File: config.mk
export PLATFORM = sky130hd
export DESIGN_NAME = accumulate_unit
export DESIGN_NICKNAME = d
export VERILOG_FILES = /design/src/rtl/accumulate_unit_pkg.sv /design/src/rtl/carry_lookahead_adder.sv /design/src/rtl/accumulate_unit.sv
export SDC_FILE = /design/constraint.sdc
export NUM_CORES = 1
export LEC_CHECK = 0
export BUFFER_PORTS_ARGS = -buffer_cell sky130_fd_sc_hd__buf_2
export CORE_MARGIN = 8
export CORE_UTILIZATION = 45
export DETAILED_ROUTE_END_ITERATION = 10
export HOLD_SLACK_MARGIN = 0.06
export PLACE_DENSITY = 0.68
export SYNTH_ARGS = -nofsm -noshare
export SYNTH_HDL_FRONTEND = slang
export SYNTH_SLANG_ARGS = --single-unit
File: constraint.sdc
create_clock -name clk -period 2.9 [get_ports clk]
set_input_delay 0.58 -clock clk [delete_from_list [all_inputs] [get_ports clk]]
set_output_delay 0.58 -clock clk [all_outputs]
set_load 0.03 [all_outputs]
File: src/rtl/accumulate_unit_pkg.sv
// Shared definitions for the packet accumulator.
//   DATA_W      operand / accumulator width
//   CARRY_W     width of the saturating carry-out counter
//   COUNT_W     width of the saturating beat counter
//   SAT_MAX/MIN signed saturation limits
//   state_t     packet state: IDLE (empty), ACC (in progress), DONE (result held)
package accumulate_unit_pkg;

    localparam int DATA_W  = 32;
    localparam int CARRY_W = 8;
    localparam int COUNT_W = 16;

    localparam logic [DATA_W-1:0] SAT_MAX = 32'h7FFF_FFFF;
    localparam logic [DATA_W-1:0] SAT_MIN = 32'h8000_0000;

    typedef enum logic [1:0] {
        IDLE = 2'd0,
        ACC  = 2'd1,
        DONE = 2'd2
    } state_t;

endpackage

File: src/rtl/carry_lookahead_adder.sv
// Carry-lookahead adder built from 4-bit lookahead groups.
//   a, b      operands
//   cin       carry in
//   sum       a + b + cin (wrapped to W bits)
//   cout      carry out of the MSB
//   overflow  signed overflow (carry into MSB differs from carry out)
module carry_lookahead_adder #(
    parameter int W = 32
) (
    input  logic [W-1:0] a,
    input  logic [W-1:0] b,
    input  logic         cin,
    output logic [W-1:0] sum,
    output logic         cout,
    output logic         overflow
);

    localparam int NG = W / 4;

    logic [W-1:0] g;
    logic [W-1:0] p;
    logic [W:0]   c;

    assign g = a & b;
    assign p = a ^ b;

    // Each group resolves its four carries directly from the group carry-in;
    // groups are chained through their carry-out.
    always_comb begin
        c    = '0;
        c[0] = cin;
        for (int k = 0; k < NG; k++) begin
            c[4*k+1] = g[4*k]
                     | (p[4*k] & c[4*k]);
            c[4*k+2] = g[4*k+1]
                     | (p[4*k+1] & g[4*k])
                     | (p[4*k+1] & p[4*k] & c[4*k]);
            c[4*k+3] = g[4*k+2]
                     | (p[4*k+2] & g[4*k+1])
                     | (p[4*k+2] & p[4*k+1] & g[4*k])
                     | (p[4*k+2] & p[4*k+1] & p[4*k] & c[4*k]);
            c[4*k+4] = g[4*k+3]
                     | (p[4*k+3] & g[4*k+2])
                     | (p[4*k+3] & p[4*k+2] & g[4*k+1])
                     | (p[4*k+3] & p[4*k+2] & p[4*k+1] & g[4*k])
                     | (p[4*k+3] & p[4*k+2] & p[4*k+1] & p[4*k] & c[4*k]);
        end
    end

    assign sum      = p ^ c[W-1:0];
    assign cout     = c[W];
    assign overflow = c[W] ^ c[W-1];

endmodule

File: src/rtl/accumulate_unit.sv
// Packet accumulator: sums signed 32-bit beats of a packet and presents the
// total with overflow / carry / beat statistics once the last beat arrives.
//   clk, rst      clock, synchronous active-high reset
//   clear         abort the packet in progress (ignored while a result is held)
//   in_valid/in_ready/in_data/in_last   operand beat stream
//   out_valid/out_ready                 result handshake
//   out_sum       accumulator (live in IDLE/ACC, held in DONE)
//   out_ovf       sticky signed overflow for the packet
//   out_carries   adder carry-outs in the packet, saturating at 255
//   out_count     beats accepted in the packet, saturating at 65535
// SATURATE = 0 wraps on overflow, 1 clamps to the signed limits.
module accumulate_unit
    import accumulate_unit_pkg::*;
#(
    parameter bit SATURATE = 1'b0
) (
    input  logic                      clk,
    input  logic                      rst,
    input  logic                      clear,
    input  logic                      in_valid,
    output logic                      in_ready,
    input  logic signed [DATA_W-1:0]  in_data,
    input  logic                      in_last,
    output logic                      out_valid,
    input  logic                      out_ready,
    output logic signed [DATA_W-1:0]  out_sum,
    output logic                      out_ovf,
    output logic [CARRY_W-1:0]        out_carries,
    output logic [COUNT_W-1:0]        out_count
);

    state_t                   state;
    logic signed [DATA_W-1:0] acc;
    logic                     ovf;
    logic [CARRY_W-1:0]       carries;
    logic [COUNT_W-1:0]       count;

    logic [DATA_W-1:0] add_sum;
    logic              add_cout;
    logic              add_ovf;
    logic              accept;

    // Overflow clamps toward the sign of the prior accumulator: on signed
    // overflow both operands share that sign, so it names the limit exceeded.
    function automatic logic [DATA_W-1:0] sat_sum(
        input logic [DATA_W-1:0] sum,
        input logic              prior_sign,
        input logic              overflow
    );
        if (SATURATE && overflow) begin
            return prior_sign ? SAT_MIN : SAT_MAX;
        end
        return sum;
    endfunction

    carry_lookahead_adder #(
        .W (DATA_W)
    ) u_adder (
        .a        (acc),
        .b        (in_data),
        .cin      (1'b0),
        .sum      (add_sum),
        .cout     (add_cout),
        .overflow (add_ovf)
    );

    assign in_ready  = (state != DONE);
    assign out_valid = (state == DONE);
    assign accept    = in_valid && in_ready;

    always_ff @(posedge clk) begin
        if (rst) begin
            state   <= IDLE;
            acc     <= '0;
            ovf     <= 1'b0;
            carries <= '0;
            count   <= '0;
        end else if (state == DONE) begin
            // Result is held until taken; clear and beats have no effect here.
            if (out_ready) begin
                state   <= IDLE;
                acc     <= '0;
                ovf     <= 1'b0;
                carries <= '0;
                count   <= '0;
            end
        end else if (clear) begin
            state   <= IDLE;
            acc     <= '0;
            ovf     <= 1'b0;
            carries <= '0;
            count   <= '0;
        end else if (accept) begin
            acc <= sat_sum(add_sum, acc[DATA_W-1], add_ovf);
            ovf <= ovf | add_ovf;
            if (add_cout && (carries != '1)) begin
                carries <= carries + 1'b1;
            end
            if (count != '1) begin
                count <= count + 1'b1;
            end
            state <= in_last ? DONE : ACC;
        end
    end

    assign out_sum     = acc;
    assign out_ovf     = ovf;
    assign out_carries = carries;
    assign out_count   = count;

endmodule

==> metrics.md, run 1 <==
| Metric | Value |
|---|---|
| Core ar. | 8550 um^2 |
| Max Fclk | 368 MHz |
| Routed Antenna Nets | 0 |
| DPL Wire Length | 7970 um |
| Cts hold-fix bufs | 0 |
| Final Hold Fails | 0 |
| Final #Nets | 653 |
| Post-synth EDFFs | 0 |
| Cts bufs inserted | 9 |
| CP Cell Sequence | ha_1 -> a21oi_1 -> o21ai_2 -> a21oi_2 -> nor2_1 -> or3_1 -> a21oi_1 -> o211ai_1 -> fa_1 -> xor2_1 -> nand3_1 -> a21oi_1 |
| CP startpoint kind | flip-flop |
| Placed Area | 4610 um^2 |
| Crit-path most repeated cell | a21oi_1 |
| Crit path required time | 3.17 ns |
| Antenna Cells | 0 |
| Port bufs | 96 |
| GRT overflow | 0 |
| Number of synthesized register bits | 59 |
| Drt pass-1 iters | 4 |
| WP buf/inv | 0 |
| Syn Std Cell Area | 3880 um^2 |
| Mapped Nets | 540 |
| CP endpoint kind | flip-flop |
| Largest net degree at the start of global routing | 31 |
| Vias in the first global route | 3707 |
| Global-route wire length before repair | 17400 um |
| Slew headroom | 0.602 |
| Critical Path Fanout Max | 4 |
| Clk Latency, worst-skew pair | 0.35 ns |
| Crit path time final | 2.72 ns |
| Setup bufs post-CTS | 0 |
| Syn avg cell area | 8.43 um^2 |
| Status | complete, no violations |
| CP max-delay cell | dfxtp_1 |
| Synth async-reset ratio | 0 |
| Share of layout cells above drive strength 1 | 0.256 |
| Power Density | 494 nW/um^2 |
| CTS tree | yes |
| Initial core utilization | 0.453 |
| Ys Warns | 0 |
| Measured slew at the worst slew-check pin | 0.597 ns |
| Largest stage delay, worst path | 0.41 ns |
| Initial antenna violation count | 0 |
| Commonest cells after routing, fill and taps aside | buf_2 (96), nand2_1 (60), dfxtp_1 (59), a21oi_1 (42), nor2_1 (35) |
| Max-slew violations | 0 |
| Die Ht | 109 um |
| Drt wl/cell | 15.4 um |
| Crit-path leading delay family | compound AO/OA/AOI/OAI gates |
| Cell variety after synth | 64 |
| Clk slew on worst S/H paths | 0.08 ns |
| Worst Hold Class | reg2reg |
| Site Rows | 34 |
| RSZ-0062 raised after global routing | false |
| Total number of vias | 3754 |
| Leak | 0.00223 uW |
| Post-Route WL | 10600 um |
| Layout Skew | 0.0119 ns |
| Synthesis-to-finish area growth | 24.7% |
| Sum Neg Setup Slack | 0 ns |
| Post-CTS sizing | 0 |
| Commonest non-fill, non-tap cell in the layout | buf_2 |
| # setup viols final | 0 |
| GRT Total Usage | 0.182 |
| Num Clock Sinks | 59 |
| Final design area excluding fillers | 4830 um^2 |
| Placer Congestion | 0.837 |
| Die width | 109 um |
| Top FF cell, synth | dfxtp_1 |
| H-Tree Depth | 3 |
| Worst hold slack | 0.461 ns |
| IO Pins | 97 |
| Power, Total | 2390 uW |
| Maximum root-to-sink buffer count | 2 |
| Worst EP arrival | 2.99 ns |
| Vias per cell | 5.48 |
| Final period util | 0.937 |
| 1st-iter DRT viols | 140 |
| Cell count after synthesis | 460 |
| Core Util, Final | 0.565 |
| Worst vdd ir | 0.268 mV |
| DRC Markers | 0 |
| Number of max-cap violations | 0 |
| Kind of critical path | reg2reg |
| Sequential area share after synthesis | 0.305 |
| Die ar. | 11800 um^2 |
| Root Buffer | clkbuf_8 |
[worst paths after layout]
path,from,end,slack [ns],cells after the start
worst max register to register,out_sum[2]$_SDFFE_PP0P_,out_sum[17]$_SDFFE_PP0P_,0.18,12
worst min-delay path,state[1]$_SDFFE_PP0P_,state[1]$_SDFFE_PP0P_,0.46,2
worst max-delay path,out_sum[2]$_SDFFE_PP0P_,out_sum[17]$_SDFFE_PP0P_,0.18,12
worst min register to register,state[1]$_SDFFE_PP0P_,state[1]$_SDFFE_PP0P_,0.46,2
[layer usage]
metal	global-route usage	wire, um	vias up
met5	0	0	-
met4	0.0665	104	0
met3	0.0402	534	8
met2	0.299	4990	91
met1	0.230	4940	1760
li1	-	-	1895
[Yosys cell counts (2+ instances only)]
master | count | area (um^2)
nand4_1 | 10 | 62.6
o211ai_1 | 2 | 15.0
nor3b_1 | 2 | 15.0
nor3_1 | 7 | 35.0
nor2b_1 | 3 | 18.8
fa_1 | 8 | 160
ha_1 | 34 | 425
or2_1 | 2 | 12.5
inv_1 | 8 | 30.0
clkbuf_1 | 14 | 52.6
and2_1 | 3 | 18.8
or3_1 | 2 | 12.5
o21ai_0 | 6 | 30.0
and3_1 | 10 | 62.6
a21oi_1 | 43 | 215
nor2_1 | 35 | 131
mux2i_1 | 9 | 90.1
a21oi_2 | 2 | 17.5
a22oi_1 | 3 | 22.5
o31a_1 | 2 | 17.5
nor4_1 | 2 | 12.5
dfxtp_1 | 59 | 1180
nand2b_1 | 8 | 50.1
o31ai_1 | 3 | 22.5
xor2_1 | 24 | 210
a31oi_1 | 9 | 56.3
a21o_1 | 5 | 37.5
o21ai_2 | 2 | 17.5
xnor2_1 | 6 | 52.6
a211oi_1 | 2 | 15.0
nand3_1 | 33 | 165
nand2_1 | 60 | 225
o21ai_1 | 11 | 55.1
[metrics by stage]
step,setup WS [ns],std cells
after detailed placement,-0.109,670
after CTS,0.189,685
final,0.183,685
after global placement,-0.0488,670
after floorplan,0.0272,460
after global routing,0.0114,685
[power by group]
| group | internal, uW | total [uW] | switching [uW] |
|---|---|---|---|
| logic | 239 | 617 | 379 |
| registers | 850 | 888 | 37.7 |
| clock network | 526 | 882 | 355 |
[kinds of logic (layout without fill, tap and decap cells)]
| kind of cell | after synthesis | count (layout) | share of synthesized area |
|---|---|---|---|
| AO/OA/AOI/OAI | 111 | 111 | 0.198 |
| adder cells (fa/ha/maj) | 42 | 42 | 0.151 |
| AND/OR/NAND/NOR | 184 | 184 | 0.229 |
| multiplexers | 10 | 10 | 0.0261 |
| XOR/XNOR | 30 | 30 | 0.0678 |
| flip-flops | 59 | 59 | 0.305 |
| buffers and inverters | 24 | 141 | 0.0236 |
[cell type report]
class                   instances  area [um^2]
clock buffers                  11          151
clock inverters                 4         73.8
fillers                       816         3720
inverters                       8         30.0
multi-input cells             377         2620
flip-flops and latches         59         1180
well taps                     108          135
repair buffers                118          646
[state kept, by name, summed over array words and instances (netlist names)]
name         flops
out_carries      8
state            2
out_sum         32
out_count       16
out_ovf          1
[worst register-to-register path, stage by stage (launching register included)]
cell      delay, ns
dfxtp_1        0.41
ha_1           0.31
a21oi_1        0.21
o21ai_2        0.10
a21oi_2        0.17
nor2_1         0.05
or3_1          0.36
a21oi_1        0.16
o211ai_1       0.11
fa_1           0.39
xor2_1         0.14
nand3_1        0.09
a21oi_1        0.15
Power figures use the tool's default switching activity.
==> run 2: changes to the inputs <==
--- a/config.mk
+++ b/config.mk
@@ -5,12 +5,12 @@
 export SDC_FILE = /design/constraint.sdc
 export NUM_CORES = 1
 export LEC_CHECK = 0
-export BUFFER_PORTS_ARGS = -buffer_cell sky130_fd_sc_hd__buf_2
 export CORE_MARGIN = 8
 export CORE_UTILIZATION = 45
 export DETAILED_ROUTE_END_ITERATION = 10
+export DONT_BUFFER_PORTS = 1
 export HOLD_SLACK_MARGIN = 0.06
-export PLACE_DENSITY = 0.68
+export PLACE_DENSITY = 0.58
 export SYNTH_ARGS = -nofsm -noshare
 export SYNTH_HDL_FRONTEND = slang
 export SYNTH_SLANG_ARGS = --single-unit
==> run 2 against run 1 <==
  * Total power decreased by 5.3%
  * Critical path depth stayed put
  * Clock-buffer cell count fell by 1
  * Register-to-register slack improved by 0.12 ns
  * Worst hold slack worse by 0.15 ns
  * Flip-flop and latch count unchanged
  * Critical endpoint unchanged
  * Largest cell class unchanged
  * Largest power group unchanged
  * Highest routed layer unchanged
==> metrics.md, run 2 (synthesis results as in run 1) <==
| Metric | Value |
|---|---|
| Combinational share of power | 0.262 (+0.003) |
| Antenna Cells | 0 (unchanged) |
| Switching pwr | 761 uW (-1.3%) |
| Kind of critical path | reg2reg |
| Critical Path Fanout Max | 3 (-1) |
| Measured slew at the worst slew-check pin | 0.585 ns (-0.0118 ns) |
| Worst Hold Class | in2reg |
| Core ar. | 8550 um^2 (unchanged) |
| Commonest cells after routing, fill and taps aside | nand2_1 (60), dfxtp_1 (59), buf_4 (52), a21oi_1 (42), nor2_1 (35) |
| Setup crit start | out_sum[2]$_SDFFE_PP0P_ |
| DRC Markers | 0 (unchanged) |
| Worst Hold Launch | rst |
| Worst vdd ir | 0.234 mV (-13%) |
| Setup WS pre-CTS | 0.0165 ns (+0.125 ns) |
| Final WS setup | 0.303 ns (+0.120 ns) |
| CP startpoint kind | flip-flop |
| Status | complete, no violations |
| Global-route wire length before repair | 17000 um (-2.6%) |
| Total number of vias | 3463 (-7.8%) |
| Power Density | 496 nW/um^2 (+0.51%) |
| Leak | 0.00192 uW (-14%) |
| Max reg flops | 32 (unchanged) |
| Sum Neg Setup Slack | 0 ns (unchanged) |
| Sequential power share | 0.389 (+0.017) |
| IO Pins | 97 (unchanged) |
| Commonest non-fill, non-tap cell in the layout | nand2_1 |
| Post-CTS sizing | 0 (unchanged) |
| Final Hold Fails | 0 (unchanged) |
| H-Tree Depth | 3 (unchanged) |
| CP endpoint kind | flip-flop |
| Fill cells | 836 (+2.5%) |
| GRT overflow | 0 (unchanged) |
| Maximum root-to-sink buffer count | 2 (unchanged) |
| Root Buffer | clkbuf_8 |
| Max-slew violations | 0 (unchanged) |
| Cts hold-fix bufs | 0 (unchanged) |
| Final #Nets | 587 (-10%) |
| Max Fclk | 385 MHz (+4.6%) |
| Num Clock Sinks | 59 (unchanged) |
| Worst EP arrival | 2.87 ns (-0.12 ns) |
| CTS tree | yes |
| Initial antenna violation count | 0 (unchanged) |
| Die Ht | 109 um (unchanged) |
| # setup viols final | 0 (unchanged) |
| Die ar. | 11800 um^2 (unchanged) |
| Cts bufs inserted | 9 (unchanged) |
| Slew headroom | 0.609 (+0.00692) |
| Placer Congestion | 0.864 (+3.3%) |
| Switching share of power | 0.337 (+0.0134) |
| Clk slew on worst S/H paths | 0.08 ns (about the same) |
| Clock power frac | 0.349 (-0.020) |
| Setup bufs post-CTS | 0 (unchanged) |
| Drt wl/cell | 16.8 um (+8.8%) |
| Synthesis-to-finish area growth | 17.5% |
| Clk Latency, worst-skew pair | 0.34 ns (about the same) |
| 1st-iter DRT viols | 106 (-24%) |
| Port bufs | 0 (-100%) |
| Vias per cell | 5.59 (+1.9%) |
| Share of layout cells above drive strength 1 | 0.162 (-0.0944) |
| Vias in the first global route | 3406 (-8.1%) |
| RSZ-0062 raised after global routing | false |
| Die width | 109 um (unchanged) |
| Min-Delay Path Depth | 1 (-1) |
| Crit path time final | 2.60 ns (-0.120 ns) |
| Layout Skew | 0.00881 ns (-0.00313 ns) |
| Site Rows | 34 (unchanged) |
| RR Startpoint | out_sum[2]$_SDFFE_PP0P_ |
| Number of max-cap violations | 0 (unchanged) |
| DPL Wire Length | 7830 um (-1.8%) |
| GRT Total Usage | 0.180 (-0.00254) |
| Routed Antenna Nets | 0 (unchanged) |
| Drt pass-1 iters | 4 (unchanged) |
| Largest net degree at the start of global routing | 32 (+3.2%) |
| Initial core utilization | 0.453 (unchanged) |
| R2R cell count | 12 (unchanged) |
| Final period util | 0.895 (-0.0413) |
| Post-Route WL | 10400 um (-1.5%) |
| Crit path required time | 3.18 ns (about the same) |
| Internal power | 1500 uW (-7.1%) |
run 2: through the flow:
stage	power (uW)	cells	area (um^2)	hold slack (ns)	util
floorplan	1330	460	3880	0.435	-
global placement	1480	604	4350	0.441	0.509
detailed placement	1490	604	4350	0.457	0.509
CTS	2290	620	4560	0.287	0.533
global route	2390	620	4560	0.273	0.533
finish	2260	620	4560	0.308	0.533
run 2: per-layer routing:
layer	vias up	routed length, um	GRT usage
li1	1764	-	-
met1	1606	4590	0.215
met2	84	4660	0.288
met3	9	1030	0.0768
met4	0	125	0.0538
met5	-	0	0
run 2: worst paths after layout:
check | to | slack [ns]
worst max-delay path | out_sum[17]$_SDFFE_PP0P_ | 0.30
worst min-delay path | state[1]$_SDFFE_PP0P_ | 0.31
worst max register to register | out_sum[17]$_SDFFE_PP0P_ | 0.30
worst min register to register | state[1]$_SDFFE_PP0P_ | 0.47
run 2: power groups by stage:
stage          Combinational [uW]  Sequential [uW]  Clock [uW]
6_report                      593              880         789
5_1_grt                       661              885         848
4_1_cts                       596              880         813
3_5_place_dp                  593              899           0
3_3_place_gp                  585              897           0
2_1_floorplan                 356              975           0
run 2: critical path, stage by stage (launching register included):
cell,delay (ns)
dfxtp_1,0.32
ha_1,0.32
a41oi_2,0.19
o21ai_2,0.10
a21oi_2,0.16
nor2_1,0.05
or3_1,0.36
a21oi_1,0.16
o211ai_1,0.12
fa_1,0.39
xor2_1,0.14
nand3_1,0.09
a21oi_1,0.14
run 2: layout make-up:
type | count | area, um^2 | area share
multi-input cells | 377 | 2620 | 0.574
flip-flops and latches | 59 | 1180 | 0.259
repair buffers | 52 | 390 | 0.0857
clock buffers | 10 | 138 | 0.0302
well taps | 108 | 135 | 0.0297
clock inverters | 6 | 65.1 | 0.0143
inverters | 8 | 30.0 | 0.00659
==> run 3: changes to the inputs <==
--- a/config.mk
+++ b/config.mk
@@ -11,6 +11,7 @@
 export DONT_BUFFER_PORTS = 1
 export HOLD_SLACK_MARGIN = 0.06
 export PLACE_DENSITY = 0.58
+export REMOVE_ABC_BUFFERS = 1
 export SYNTH_ARGS = -nofsm -noshare
 export SYNTH_HDL_FRONTEND = slang
 export SYNTH_SLANG_ARGS = --single-unit
==> run 3 against run 2 <==
  * Clock-buffer cell count is 1 higher
  * Via count shrank 0.81%
  * First-iteration DRC count increased by 32%
  * Combinational power shrank 3%
  * Wire length fell by 1.8%
  * Core utilization grew 0.32 points
  * Register-to-register slack lost 0.07 ns
  * Worst hold slack got worse by 0.0077 ns
  * Critical endpoint unchanged
  * Largest cell class unchanged
==> metrics.md, run 3 (synthesis results as in run 1) <==
| Metric | Value |
|---|---|
| R2R cell count | 12 (unchanged) |
| Post-CTS sizing | 0 (unchanged) |
| Largest net degree at the start of global routing | 32 (unchanged) |
| Worst vdd ir | 0.287 mV (+23%) |
| Final Hold Fails | 0 (unchanged) |
| Critical Path Fanout Max | 4 (+1) |
| Antenna Cells | 0 (unchanged) |
| Max Fclk | 375 MHz (-2.7%) |
| Crit path time final | 2.67 ns (+0.0720 ns) |
| Root Buffer | clkbuf_8 |
| Share of layout cells above drive strength 1 | 0.157 (-0.00555) |
| Multi-input combinational cell area | 2610 um^2 (-0.14%) |
| Global-route wire length before repair | 17100 um (+0.45%) |
| Final period util | 0.920 (+0.0248) |
| Worst EP arrival | 2.94 ns (+0.07 ns) |
| IO Pins | 97 (unchanged) |
| Die width | 109 um (unchanged) |
| 1st-iter DRT viols | 140 (+32%) |
| Placed Area | 4340 um^2 (-0.26%) |
| Placer Congestion | 0.851 (-1.6%) |
| CP startpoint kind | flip-flop |
| DRC Markers | 0 (unchanged) |
| Register area | 1180 um^2 (unchanged) |
| Max-slew violations | 0 (unchanged) |
| Num Clock Sinks | 59 (unchanged) |
| Status | complete, no violations |
| Initial core utilization | 0.453 (unchanged) |
| GRT Total Usage | 0.182 (+0.00189) |
| Port bufs | 0 (unchanged) |
| Setup WS pre-CTS | -0.0341 ns (-0.0505 ns) |
| Leak | 0.00193 uW (+0.83%) |
| CP endpoint kind | flip-flop |
| Final design area excluding fillers | 4580 um^2 (+0.60%) |
| DPL Wire Length | 7820 um (-0.21%) |
| Measured slew at the worst slew-check pin | 0.621 ns (+0.0352 ns) |
| Synthesis-to-finish area growth | 18.2% |
| Fill cells | 798 (-4.5%) |
| Power Density | 523 nW/um^2 (+5.4%) |
| RSZ-0062 raised after global routing | false |
| Max reg flops | 32 (unchanged) |
| Cts hold-fix bufs | 0 (unchanged) |
| Vias per cell | 5.55 (-0.65%) |
| Final WS setup | 0.231 ns (-0.0720 ns) |
| Drt wl/cell | 16.5 um (-1.6%) |
| Initial antenna violation count | 0 (unchanged) |
| Drt pass-1 iters | 4 (unchanged) |
| Kind of critical path | reg2reg |
| Vias in the first global route | 3487 (+2.4%) |
| CTS tree | yes |
| Maximum root-to-sink buffer count | 2 (unchanged) |
| Commonest non-fill, non-tap cell in the layout | nand2_1 |
| Post-Route WL | 10200 um (-1.8%) |
| Min-Delay Path Depth | 1 (unchanged) |
| Slew headroom | 0.585 (-0.0235) |
| Number of max-cap violations | 0 (unchanged) |
| Routed Antenna Nets | 0 (unchanged) |
| Core ar. | 8550 um^2 (unchanged) |
| Crit path required time | 3.18 ns (about the same) |
| Total number of vias | 3435 (-0.81%) |
| Layout Skew | 0.00745 ns (-0.00135 ns) |
| Clk Latency, worst-skew pair | 0.34 ns (about the same) |
| # setup viols final | 0 (unchanged) |
| Worst Hold Class | in2reg |
| Die Ht | 109 um (unchanged) |
| Site Rows | 34 (unchanged) |
| GRT overflow | 0 (unchanged) |
| Die ar. | 11800 um^2 (unchanged) |
| Final #Nets | 586 (-0.17%) |
| Commonest cells after routing, fill and taps aside | nand2_1 (60), dfxtp_1 (59), buf_4 (51), a21oi_1 (43), nor2_1 (35) |
| H-Tree Depth | 3 (unchanged) |
| Cts bufs inserted | 9 (unchanged) |
| Setup bufs post-CTS | 0 (unchanged) |
| Clk slew on worst S/H paths | 0.07 ns (about the same) |
run 3: power by group:
part	switching [uW]	internal [uW]
registers	37.0	850
clock network	339	592
logic	353	225
total	729	1670
run 3: area by class of cell:
type / count / share of cell area
Clock buffer: 11 / 0.0308
Clock inverter: 5 / 0.0218
Inverter: 8 / 0.00655
Multi-Input combinational cell: 377 / 0.570
Sequential cell: 59 / 0.258
Tap cell: 108 / 0.0295
Timing Repair Buffer: 51 / 0.0835
run 3: worst max-delay path: stages, from the launching register on:
cell,delay [ns]
dfxtp_1,0.32
ha_1,0.34
a41oi_2,0.20
o21ai_2,0.09
a21oi_1,0.20
nor2_1,0.05
or3_1,0.37
a21oi_1,0.16
o211ai_1,0.11
fa_1,0.38
xor2_1,0.15
nand3_1,0.10
a21oi_1,0.14
run 3: per-stage QoR:
| step | cells | utilization | setup TNS (ns) | power [uW] | hold WS (ns) |
|---|---|---|---|---|---|
| 3_5_place_dp | 603 | 0.508 | -0.0341 | 1480 | 0.457 |
| 5_1_grt | 619 | 0.536 | 0 | 2530 | 0.278 |
| 6_report | 619 | 0.536 | 0 | 2400 | 0.300 |
| 2_1_floorplan | 444 | - | -0.121 | 1320 | 0.429 |
| 4_1_cts | 619 | 0.536 | 0 | 2420 | 0.283 |
| 3_3_place_gp | 603 | 0.508 | 0 | 1470 | 0.440 |
run 3: final timing paths:
kind | from | slack (ns) | end
setup / recovery | out_sum[2]$_SDFFE_PP0P_ | 0.23 | out_sum[17]$_SDFFE_PP0P_
hold / removal | rst | 0.30 | out_count[1]$_SDFFE_PP0P_
setup reg to reg | out_sum[2]$_SDFFE_PP0P_ | 0.23 | out_sum[17]$_SDFFE_PP0P_
hold reg to reg | state[1]$_SDFFE_PP0P_ | 0.46 | state[1]$_SDFFE_PP0P_
run 3: routing by layer:
metal,part of all wire,routed length (um),vias to the layer above,GRT usage
met4,0.014,139,0,0.0557
met3,0.094,960,13,0.0739
met1,0.42,4340,1593,0.210
li1,-,-,1758,-
met2,0.47,4780,71,0.302
met5,0,0,-,0
